$ cat src/rtl/fuzzy_pi_sequencer.sv
// fuzzy_pi_sequencer
//   Loop-side front end for the fuzzy PI controller. On a sample tick it
//   captures setpoint/feedback, forms the scaled error e and error increment
//   de, hands them to the controller with a one-cycle start pulse, waits for
//   the controller's rdy, then integrates the result into a clamped actuator
//   command u.
//
//   Optional feature macro: FUZZY_SEQ_TIMEOUT_EN
//     defined   : WAIT gives up after TIMEOUT cycles, timeout_err set (sticky)
//     undefined : WAIT blocks until ctrl_rdy, timeout_err tied low
//
// Ports
//   clk, rst      clock; asynchronous active-high reset
//   sample_en     one-cycle sample tick
//   clear_int     synchronous clear of integrator u and e_prev
//   sp, fb        setpoint / feedback, signed Q1.(N-1)
//   ctrl_x/ctrl_y error / error increment to controller (held through WAIT)
//   ctrl_start    one-cycle start pulse to controller
//   ctrl_out      controller result
//   ctrl_rdy      controller result-valid pulse (only honoured in WAIT)
//   u, u_valid    actuator command and its one-cycle update pulse
//   busy          high in any state other than IDLE
//   overrun       sticky: sample_en arrived while busy
//   timeout_err   sticky: controller failed to answer
`timescale 1ns/1ps

module fuzzy_pi_sequencer #(
    parameter int          N       = 16,
    parameter int          KE_SH   = 0,
    parameter int          KDE_SH  = 0,
    parameter int          KU_SH   = 0,
    parameter int unsigned U_LIM   = 'h4000,
    parameter int unsigned TIMEOUT = 255
) (
    input  logic         clk,
    input  logic         rst,
    input  logic         sample_en,
    input  logic         clear_int,
    input  logic [N-1:0] sp,
    input  logic [N-1:0] fb,
    output logic [N-1:0] ctrl_x,
    output logic [N-1:0] ctrl_y,
    output logic         ctrl_start,
    input  logic [N-1:0] ctrl_out,
    input  logic         ctrl_rdy,
    output logic [N-1:0] u,
    output logic         u_valid,
    output logic         busy,
    output logic         overrun,
    output logic         timeout_err
);

    // Working width: wide enough for the difference of two (N+1)-bit values
    // and for the largest left shift before saturation.
    localparam int SH_MAX = (KE_SH > KDE_SH) ? KE_SH : KDE_SH;
    localparam int WW     = N + 2 + SH_MAX;

    localparam logic signed [WW-1:0] SMAX   = {{(WW-N+1){1'b0}}, {(N-1){1'b1}}};
    localparam logic signed [WW-1:0] SMIN   = {{(WW-N+1){1'b1}}, {(N-1){1'b0}}};
    localparam logic signed [WW-1:0] ULIM_P = WW'(U_LIM);
    localparam logic signed [WW-1:0] ULIM_N = -ULIM_P;

    typedef enum logic [2:0] {
        S_IDLE,
        S_CALC,
        S_START,
        S_WAIT,
        S_ACC
    } state_t;

    function automatic logic signed [WW-1:0] sext(input logic [N-1:0] x);
        return {{(WW-N){x[N-1]}}, x};
    endfunction

    function automatic logic signed [WW-1:0] sext1(input logic [N:0] x);
        return {{(WW-N-1){x[N]}}, x};
    endfunction

    function automatic logic [N-1:0] sat(input logic signed [WW-1:0] v);
        if (v > SMAX)
            return SMAX[N-1:0];
        else if (v < SMIN)
            return SMIN[N-1:0];
        else
            return v[N-1:0];
    endfunction

    state_t r_state;
    state_t w_next;
    logic   w_start;
    logic   w_busy;

    logic [N-1:0] r_sp;
    logic [N-1:0] r_fb;
    logic [N:0]   r_e_prev;     // unsaturated (N+1)-bit error of the previous sample
    logic [N-1:0] r_ctrl_x;
    logic [N-1:0] r_ctrl_y;
    logic [N-1:0] r_ctrl_out;
    logic [N-1:0] r_u;
    logic         r_u_valid;
    logic         r_overrun;

    logic signed [WW-1:0] w_raw;
    logic signed [WW-1:0] w_dd;
    logic [N-1:0]         w_e;
    logic [N-1:0]         w_de;
    logic [N-1:0]         w_e_s;
    logic [N-1:0]         w_de_s;
    logic signed [N-1:0]  w_inc;
    logic [N-1:0]         w_base;
    logic signed [WW-1:0] w_sum;
    logic [N-1:0]         w_u_next;
    logic                 w_tmo;

    // e_prev keeps the full (N+1)-bit difference, so a step out of hard
    // saturation yields a full-scale increment (e.g. +7FFF -> 0 gives 8000).
    assign w_raw  = sext(r_sp) - sext(r_fb);
    assign w_dd   = w_raw - sext1(r_e_prev);
    assign w_e    = sat(w_raw);
    assign w_de   = sat(w_dd);
    assign w_e_s  = sat(sext(w_e) <<< KE_SH);
    assign w_de_s = sat(sext(w_de) <<< KDE_SH);

    // A clear landing in the ACC cycle still lets the pending result add to 0.
    assign w_inc  = $signed(r_ctrl_out) >>> KU_SH;
    assign w_base = clear_int ? '0 : r_u;
    assign w_sum  = sext(w_base) + sext(w_inc);

    always_comb begin
        w_u_next = w_sum[N-1:0];
        if (w_sum > ULIM_P)
            w_u_next = ULIM_P[N-1:0];
        else if (w_sum < ULIM_N)
            w_u_next = ULIM_N[N-1:0];
    end

`ifdef FUZZY_SEQ_TIMEOUT_EN
    localparam int TW = $clog2(TIMEOUT + 1);

    logic [TW-1:0] r_cnt;
    logic          r_tmo_err;

    assign w_tmo = (r_cnt == TW'(TIMEOUT - 1));

    // Counter idles at 0 outside WAIT, so each WAIT visit starts fresh.
    always_ff @(posedge clk or posedge rst) begin
        if (rst) begin
            r_cnt     <= '0;
            r_tmo_err <= 1'b0;
        end else if (r_state == S_WAIT) begin
            r_cnt <= r_cnt + 1'b1;
            if (!ctrl_rdy && w_tmo)
                r_tmo_err <= 1'b1;
        end else begin
            r_cnt <= '0;
        end
    end

    assign timeout_err = r_tmo_err;
`else
    assign w_tmo       = 1'b0;
    assign timeout_err = 1'b0;
`endif

    always_ff @(posedge clk or posedge rst) begin
        if (rst)
            r_state <= S_IDLE;
        else
            r_state <= w_next;
    end

    always_comb begin
        w_next  = r_state;
        w_start = 1'b0;
        w_busy  = 1'b1;
        case (r_state)
            S_IDLE: begin
                w_busy = 1'b0;
                if (sample_en)
                    w_next = S_CALC;
            end
            S_CALC:  w_next = S_START;
            S_START: begin
                w_start = 1'b1;
                w_next  = S_WAIT;
            end
            S_WAIT: begin
                if (ctrl_rdy)
                    w_next = S_ACC;
                else if (w_tmo)
                    w_next = S_IDLE;
            end
            S_ACC:   w_next = S_IDLE;
            default: w_next = S_IDLE;
        endcase
    end

    // ctrl_x/ctrl_y are loaded at the CALC->START edge so they are already
    // valid in the cycle ctrl_start is high, then held until the next sample.
    always_ff @(posedge clk or posedge rst) begin
        if (rst) begin
            r_sp       <= '0;
            r_fb       <= '0;
            r_e_prev   <= '0;
            r_ctrl_x   <= '0;
            r_ctrl_y   <= '0;
            r_ctrl_out <= '0;
            r_u        <= '0;
            r_u_valid  <= 1'b0;
            r_overrun  <= 1'b0;
        end else begin
            r_u_valid <= 1'b0;
            if (sample_en && (r_state != S_IDLE))
                r_overrun <= 1'b1;
            if (clear_int) begin
                r_u      <= '0;
                r_e_prev <= '0;
            end
            case (r_state)
                S_IDLE: begin
                    if (sample_en) begin
                        r_sp <= sp;
                        r_fb <= fb;
                    end
                end
                S_CALC: begin
                    r_ctrl_x <= w_e_s;
                    r_ctrl_y <= w_de_s;
                    if (!clear_int)
                        r_e_prev <= w_raw[N:0];
                end
                S_WAIT: begin
                    if (ctrl_rdy)
                        r_ctrl_out <= ctrl_out;
                end
                S_ACC: begin
                    r_u       <= w_u_next;
                    r_u_valid <= 1'b1;
                end
                default: ;
            endcase
        end
    end

    assign ctrl_x     = r_ctrl_x;
    assign ctrl_y     = r_ctrl_y;
    assign ctrl_start = w_start;
    assign u          = r_u;
    assign u_valid    = r_u_valid;
    assign busy       = w_busy;
    assign overrun    = r_overrun;

endmodule
$ cat config.mk
export PLATFORM = sky130hd
export DESIGN_NAME = fuzzy_pi_sequencer
export DESIGN_NICKNAME = d
export VERILOG_FILES = /design/src/rtl/fuzzy_pi_sequencer.sv
export SDC_FILE = /design/constraint.sdc
export NUM_CORES = 1
export LEC_CHECK = 0
export CAP_MARGIN = 25
export CORE_MARGIN = 2
export CORE_UTILIZATION = 50
export DETAILED_ROUTE_END_ITERATION = 6
export PLACE_DENSITY = 0.85
export SETUP_SLACK_MARGIN = 0.1
export SLEW_MARGIN = 5
export SYNTH_ARGS = -nofsm -noshare
export SYNTH_HDL_FRONTEND = slang
export SYNTH_SLANG_ARGS = --single-unit
$ cat constraint.sdc
create_clock -name clk -period 5.6 [get_ports clk]
set_input_delay 0.56 -clock clk [delete_from_list [all_inputs] [get_ports clk]]
set_output_delay 0.56 -clock clk [all_outputs]
set_load 0.01 [all_outputs]
After elaboration in Yosys (flattened, before gate mapping)
Index checks and enable logic that the tools add are counted.
- flip-flop bits (word level): 118
- bits of input ports: 53
- output and inout bits: 53
- add/subtract/negate cells: 3
- $lt $le $gt $ge: 10
- eq/ne operators: 6
- mux-type cells: 21
- reduce and logical (&&, ||, !) cells: 6
- operators with widths (kind ; count):
    $mux 16 ; 12
    $mux 17 ; 3
    $gt 17x16->1 const B ; 2
    $gt 16x16->1 const B ; 2
    $lt 16x16->1 const B ; 2
    $gt 18x16->1 const B ; 1
    $lt 18x16->1 const B ; 1
    $sub 17x17->18 ; 1
    $add 16x16->17 ; 1
    $lt 17x15->1 const B ; 1
    $lt 17x16->1 const B ; 1
    $sub 16x16->17 ; 1
    $pmux 3 s4 ; 1
    $eq 3x2->1 const B ; 2
    $mux 3 ; 2
    $reduce_and 2->1 ; 3
    $ne 2x2->1 const B ; 2
    $eq 3x1->1 const B ; 1
    $eq 3x3->1 const B ; 1
    $logic_not 3->1 ; 1
    $mux 1 ; 3
    $reduce_bool 3->1 ; 1
    $logic_and 1x1->1 ; 1

Logic depth before layout (Yosys ltp)
- depth in word-level cells: 8
- mapped depth: 20
- depth with buffers taken out: 18

Least setup slack after synthesis
No wires, ideal clock.
- path kind: reg2reg
- start: reg r_sp[2]
- end: reg r_ctrl_y[5] (netlist: ctrl_y[5])
- data arrival time: 4.090 ns
- required time: 5.506 ns
- setup slack: 1.416 ns
- stages on the path, launching flop included: 19
- path buffers: 2
- cell sequence: dfrtp_1 > ha_1 > nor2b_1 > o31a_1 > o311a_1 > o41ai_1 > o21a_1 > o311ai_0 > ha_1 > clkbuf_1 > nand2_1 > nor2_1 > nand3_1 > a21oi_1 > o31a_1 > a2bb2oi_1 > clkbuf_1 > o21ai_0 > a211oi_1
- word-level cells in the longest chain between the ends: 8
- elaborated cells on any way between the ends: 10
- RTL lines (what ; RTL line ; text):
    start, declared ; 93 ; logic [N-1:0] r_sp;
    start signal, assigned ; 222 ; r_sp <= sp;
    $sub 16x16->17 (*) ; 117 ; assign w_raw = sext(r_sp) - sext(r_fb);
    $sub 17x17->18 (*) ; 118 ; assign w_dd = w_raw - sext1(r_e_prev);
    $lt 18x16->1 ; 82 ; else if (v < SMIN)
    $mux 16 ; 82 ;
    $mux 16 (*) ; 80 ; if (v > SMAX)
    $lt 16x16->1 ; 82 ;
    $mux 16 ; 82 ;
    $mux 16 (*) ; 80 ;
    end signal, assigned ; 228 ; r_ctrl_y <= w_de_s;
    end, declared ; 97 ; logic [N-1:0] r_ctrl_y;
Mark *: on every way between the ends. The rest lies on a longest branch, timed or not.
A chain may end at the register's enable or synchronous reset.

Final worst setup path
- start: reg r_sp[0]
- end: reg r_ctrl_y[8] (netlist: ctrl_y[8])
Same word-level chain as after synthesis.

==> flow_metrics.py <==
metrics = {
    "final_layout": {
        "post-route-cell-area_sq_um": 9480,
        "fin_util_pct": 62.8,
        "layout_common_cells": "135 x sky130_fd_sc_hd__nand2_1, 118 x sky130_fd_sc_hd__dfrtp_1, 104 x sky130_fd_sc_hd__clkdlybuf4s50_1",
        "nFillCells": 1249,
        "antenna_cells": 0,
        "number_of_cells_in_the_finished_layout_apart_from_fillers": 1193,
        "layout_commonest_cell": "sky130_fd_sc_hd__nand2_1",
        "area_growth_pct": 23.8,
        "final_layout_size_suffix_gt1_share_pct": 7.96,
        "finish.net_count": 1097,
    },
    "sta": {
        "setup_viol_count_final": 0,
        "clock-skew-final_ns": 0.00891,
        "final_min_period_over_clock_period_pct": 84.8,
        "max_clock_freq_mhz": 211,
        "worst_slew_margin_rel_pct": 50.7,
        "timing_worst_slew_pin_value_ns": 0.737,
        "rsz0062_at_grt": "false",
        "final.setup.tns_ns": 0,
        "timing.final.crit_period_ns": 4.75,
        "slew_viol_final": 0,
        "final-hold-violation-count": 0,
    },
    "global_route": {
        "first_pass_grt_wire_length_um": 31700,
        "vias_in_the_first_global_route": 6547,
        "grt_start_max_net_pins": 78,
        "overflow": 0,
        "grt.total_usage_pct": 24.2,
        "antenna_found_initial": 0,
    },
    "clocking": {
        "clk_pin_slew_ns": 0.06,
        "post_cts_resize_count": 0,
        "cts-htree-levels": 4,
        "numCtsBuffers": 17,
        "numClockSinks": 118,
        "worst_skew_late_latency_ns": 0.42,
        "root_buffer_cell": "sky130_fd_sc_hd__clkbuf_16",
        "postCtsSetupBuffers": 0,
        "tritoncts": "done",
        "clk_path_buf_depth": 2,
        "postCtsHoldBufs": 0,
    },
    "drt": {
        "drtAntennaViolNets": 0,
        "post_drt_via_cell_ratio": 5.85,
        "route.vias.total": 6976,
        "firstDrtPassIters": 5,
        "drt_first_iter_violations": 516,
        "routed_wl_um": 19400,
        "drc": 0,
        "routedWlPerCell_um": 16.3,
    },
    "status": {
        "run_status": "finished, final reports clean",
    },
    "floorplan": {
        "die_h_um": 128,
        "die_width_um": 128,
        "floorplan.initialDensity_pct": 50.7,
        "fp.dieArea_sq_um": 16300,
        "floorplan.io_pins": 106,
        "fp.coreArea_sq_um": 15100,
        "rows": 45,
    },
    "critical_path": {
        "crit_fanout": 21,
        "r2r_setup_slack_ns": 0.85,
        "arrival_ns": 5.07,
        "r2r.worst_path.cells": 20,
        "timing.critical_path.from_type": "flip-flop",
        "worstSetupEndpointType": "flip-flop",
        "crit_required_ns": 5.93,
        "path_class": "reg2reg",
    },
    "job": {
        "max_cap_viol_count": 0,
    },
    "synth": {
        "post_synth.cell_area_avg_sq_um": 8.56,
        "synth-warning-count": 0,
        "synthesis.nets": 1000,
        "post_synth_num_cell_types": 66,
        "post_synth_arst_share_pct": 100,
        "ys_dominant_reg_cell": "sky130_fd_sc_hd__dfrtp_1",
        "number_of_enable_type_register_cells_in_the_synthesized_netlist": 0,
        "yosys_register_bits": 118,
        "netlist_area_sq_um": 7660,
        "synth_largest_type_area_fraction_pct": 38.6,
        "synth.yosys.seq_area_share_pct": 38.6,
        "syn_inst": 895,
        "biggest_area_contributors_in_the_synthesized_netlist": "sky130_fd_sc_hd__dfrtp_1 39%, sky130_fd_sc_hd__ha_1 8.0%, sky130_fd_sc_hd__nand2_1 6.6%, sky130_fd_sc_hd__a21oi_1 4.7%, sky130_fd_sc_hd__nor2_1 4.7%",
        "netlist.top_cell.by_area": "sky130_fd_sc_hd__dfrtp_1",
    },
    "placed_design": {
        "dpl_cell_area_sq_um": 8840,
        "numPortBuffers": 104,
        "detailedPlacementHpwl_um": 13900,
        "place_congestion": 0.900,
        "place.detailed.instances": 1157,
    },
    "min_path": {
        "hold-path-cell-count": 1,
        "hold_path.class": "reg2reg",
    },
}
==> cell usage after synthesis, types with 15 or more instances <==
| cell type | n |
|---|---|
| sky130_fd_sc_hd__a211oi_1 | 23 |
| sky130_fd_sc_hd__a21oi_1 | 72 |
| sky130_fd_sc_hd__clkbuf_1 | 27 |
| sky130_fd_sc_hd__dfrtp_1 | 118 |
| sky130_fd_sc_hd__ha_1 | 49 |
| sky130_fd_sc_hd__inv_1 | 48 |
| sky130_fd_sc_hd__mux2_2 | 16 |
| sky130_fd_sc_hd__nand2_1 | 135 |
| sky130_fd_sc_hd__nand4_1 | 15 |
| sky130_fd_sc_hd__nor2_1 | 95 |
| sky130_fd_sc_hd__nor2b_1 | 28 |
| sky130_fd_sc_hd__o21ai_0 | 49 |
| sky130_fd_sc_hd__xnor2_1 | 18 |
==> state kept, by name (all words and copies together), names as in the netlist <==
name and cells:
ctrl_x 16, ctrl_y 16, overrun 1, r_ctrl_out 16
r_e_prev 17, r_fb 16, r_sp 16, r_state 3
u 16, u_valid 1
==> critical path, cell delays in order (launching register included) <==
cell and delay, ns:
sky130_fd_sc_hd__dfrtp_1 0.36, sky130_fd_sc_hd__inv_1 0.06, sky130_fd_sc_hd__ha_1 0.18, sky130_fd_sc_hd__fa_1 0.24
sky130_fd_sc_hd__nor2b_1 0.07, sky130_fd_sc_hd__o31a_1 0.31, sky130_fd_sc_hd__o311a_1 0.43, sky130_fd_sc_hd__o41ai_1 0.41
sky130_fd_sc_hd__o21a_1 0.18, sky130_fd_sc_hd__o311ai_0 0.11, sky130_fd_sc_hd__buf_4 0.17, sky130_fd_sc_hd__ha_1 0.42
sky130_fd_sc_hd__nand2_1 0.09, sky130_fd_sc_hd__nor2_1 0.18, sky130_fd_sc_hd__nand3_1 0.13, sky130_fd_sc_hd__a21oi_1 0.17
sky130_fd_sc_hd__o31a_1 0.18, sky130_fd_sc_hd__a2bb2oi_1 0.17, sky130_fd_sc_hd__buf_4 0.24, sky130_fd_sc_hd__nand2_1 0.25
sky130_fd_sc_hd__o221ai_1 0.29
==> path summary, 6_finish.rpt <==
path,start,to
max in group asynchronous,rst,ctrl_y[14]
min reg2reg,overrun,overrun
min,overrun,overrun
max,r_sp[0],ctrl_y[8]
min in group asynchronous,rst,r_fb[3]
max reg2reg,r_sp[0],ctrl_y[8]
==> area by class of cell <==
cell class | count | area, sq um | share of cell area (%)
clock inverter | 15 | 156 | 1.65
inverter | 50 | 190 | 2.01
sequential | 118 | 2950 | 31.2
clock buffer | 17 | 425 | 4.49
multi-input combinational | 687 | 4350 | 45.9
tap | 188 | 235 | 2.48
timing repair buffer | 118 | 1170 | 12.4
==> metrics by stage <==
step | hold WS (ns) | setup WS, ns
global placement | 0.440 | 1.19
finish | 0.471 | 0.853
floorplan | 0.452 | 1.42
global route | 0.500 | 0.454
detailed placement | 0.461 | 1.06
CTS | 0.475 | 0.895
==> metal layers <==
layer  global-route usage [%]  vias up  part of all wire (%)  wire length [um]
met5                        0        -                     0                 0
met4                     8.53        0                   2.5               487
met3                     4.92       43                   5.1               983
met2                     41.1      244                    50              9660
met1                     30.8     3318                    43              8300
li1                         -     3371                     -                 -
==> cell families (layout without fill, tap and decap cells) <==
logic type | Yosys count | count (layout) | synth area share, %
AOI/OAI and AO/OA | 251 | 251 | 22.2
xor gates and xnor gates | 27 | 27 | 3.09
adders and majority gates | 52 | 52 | 8.79
buffers and inverters | 90 | 200 | 4.77
DFF | 118 | 118 | 38.6
muxes | 19 | 19 | 2.75
other | 1 | 1 | 0.0490
and+or+nand+nor | 337 | 337 | 19.8
Power is not shown: default switching activity piles up to over one toggle a cycle in this logic, so the estimate is an artifact.
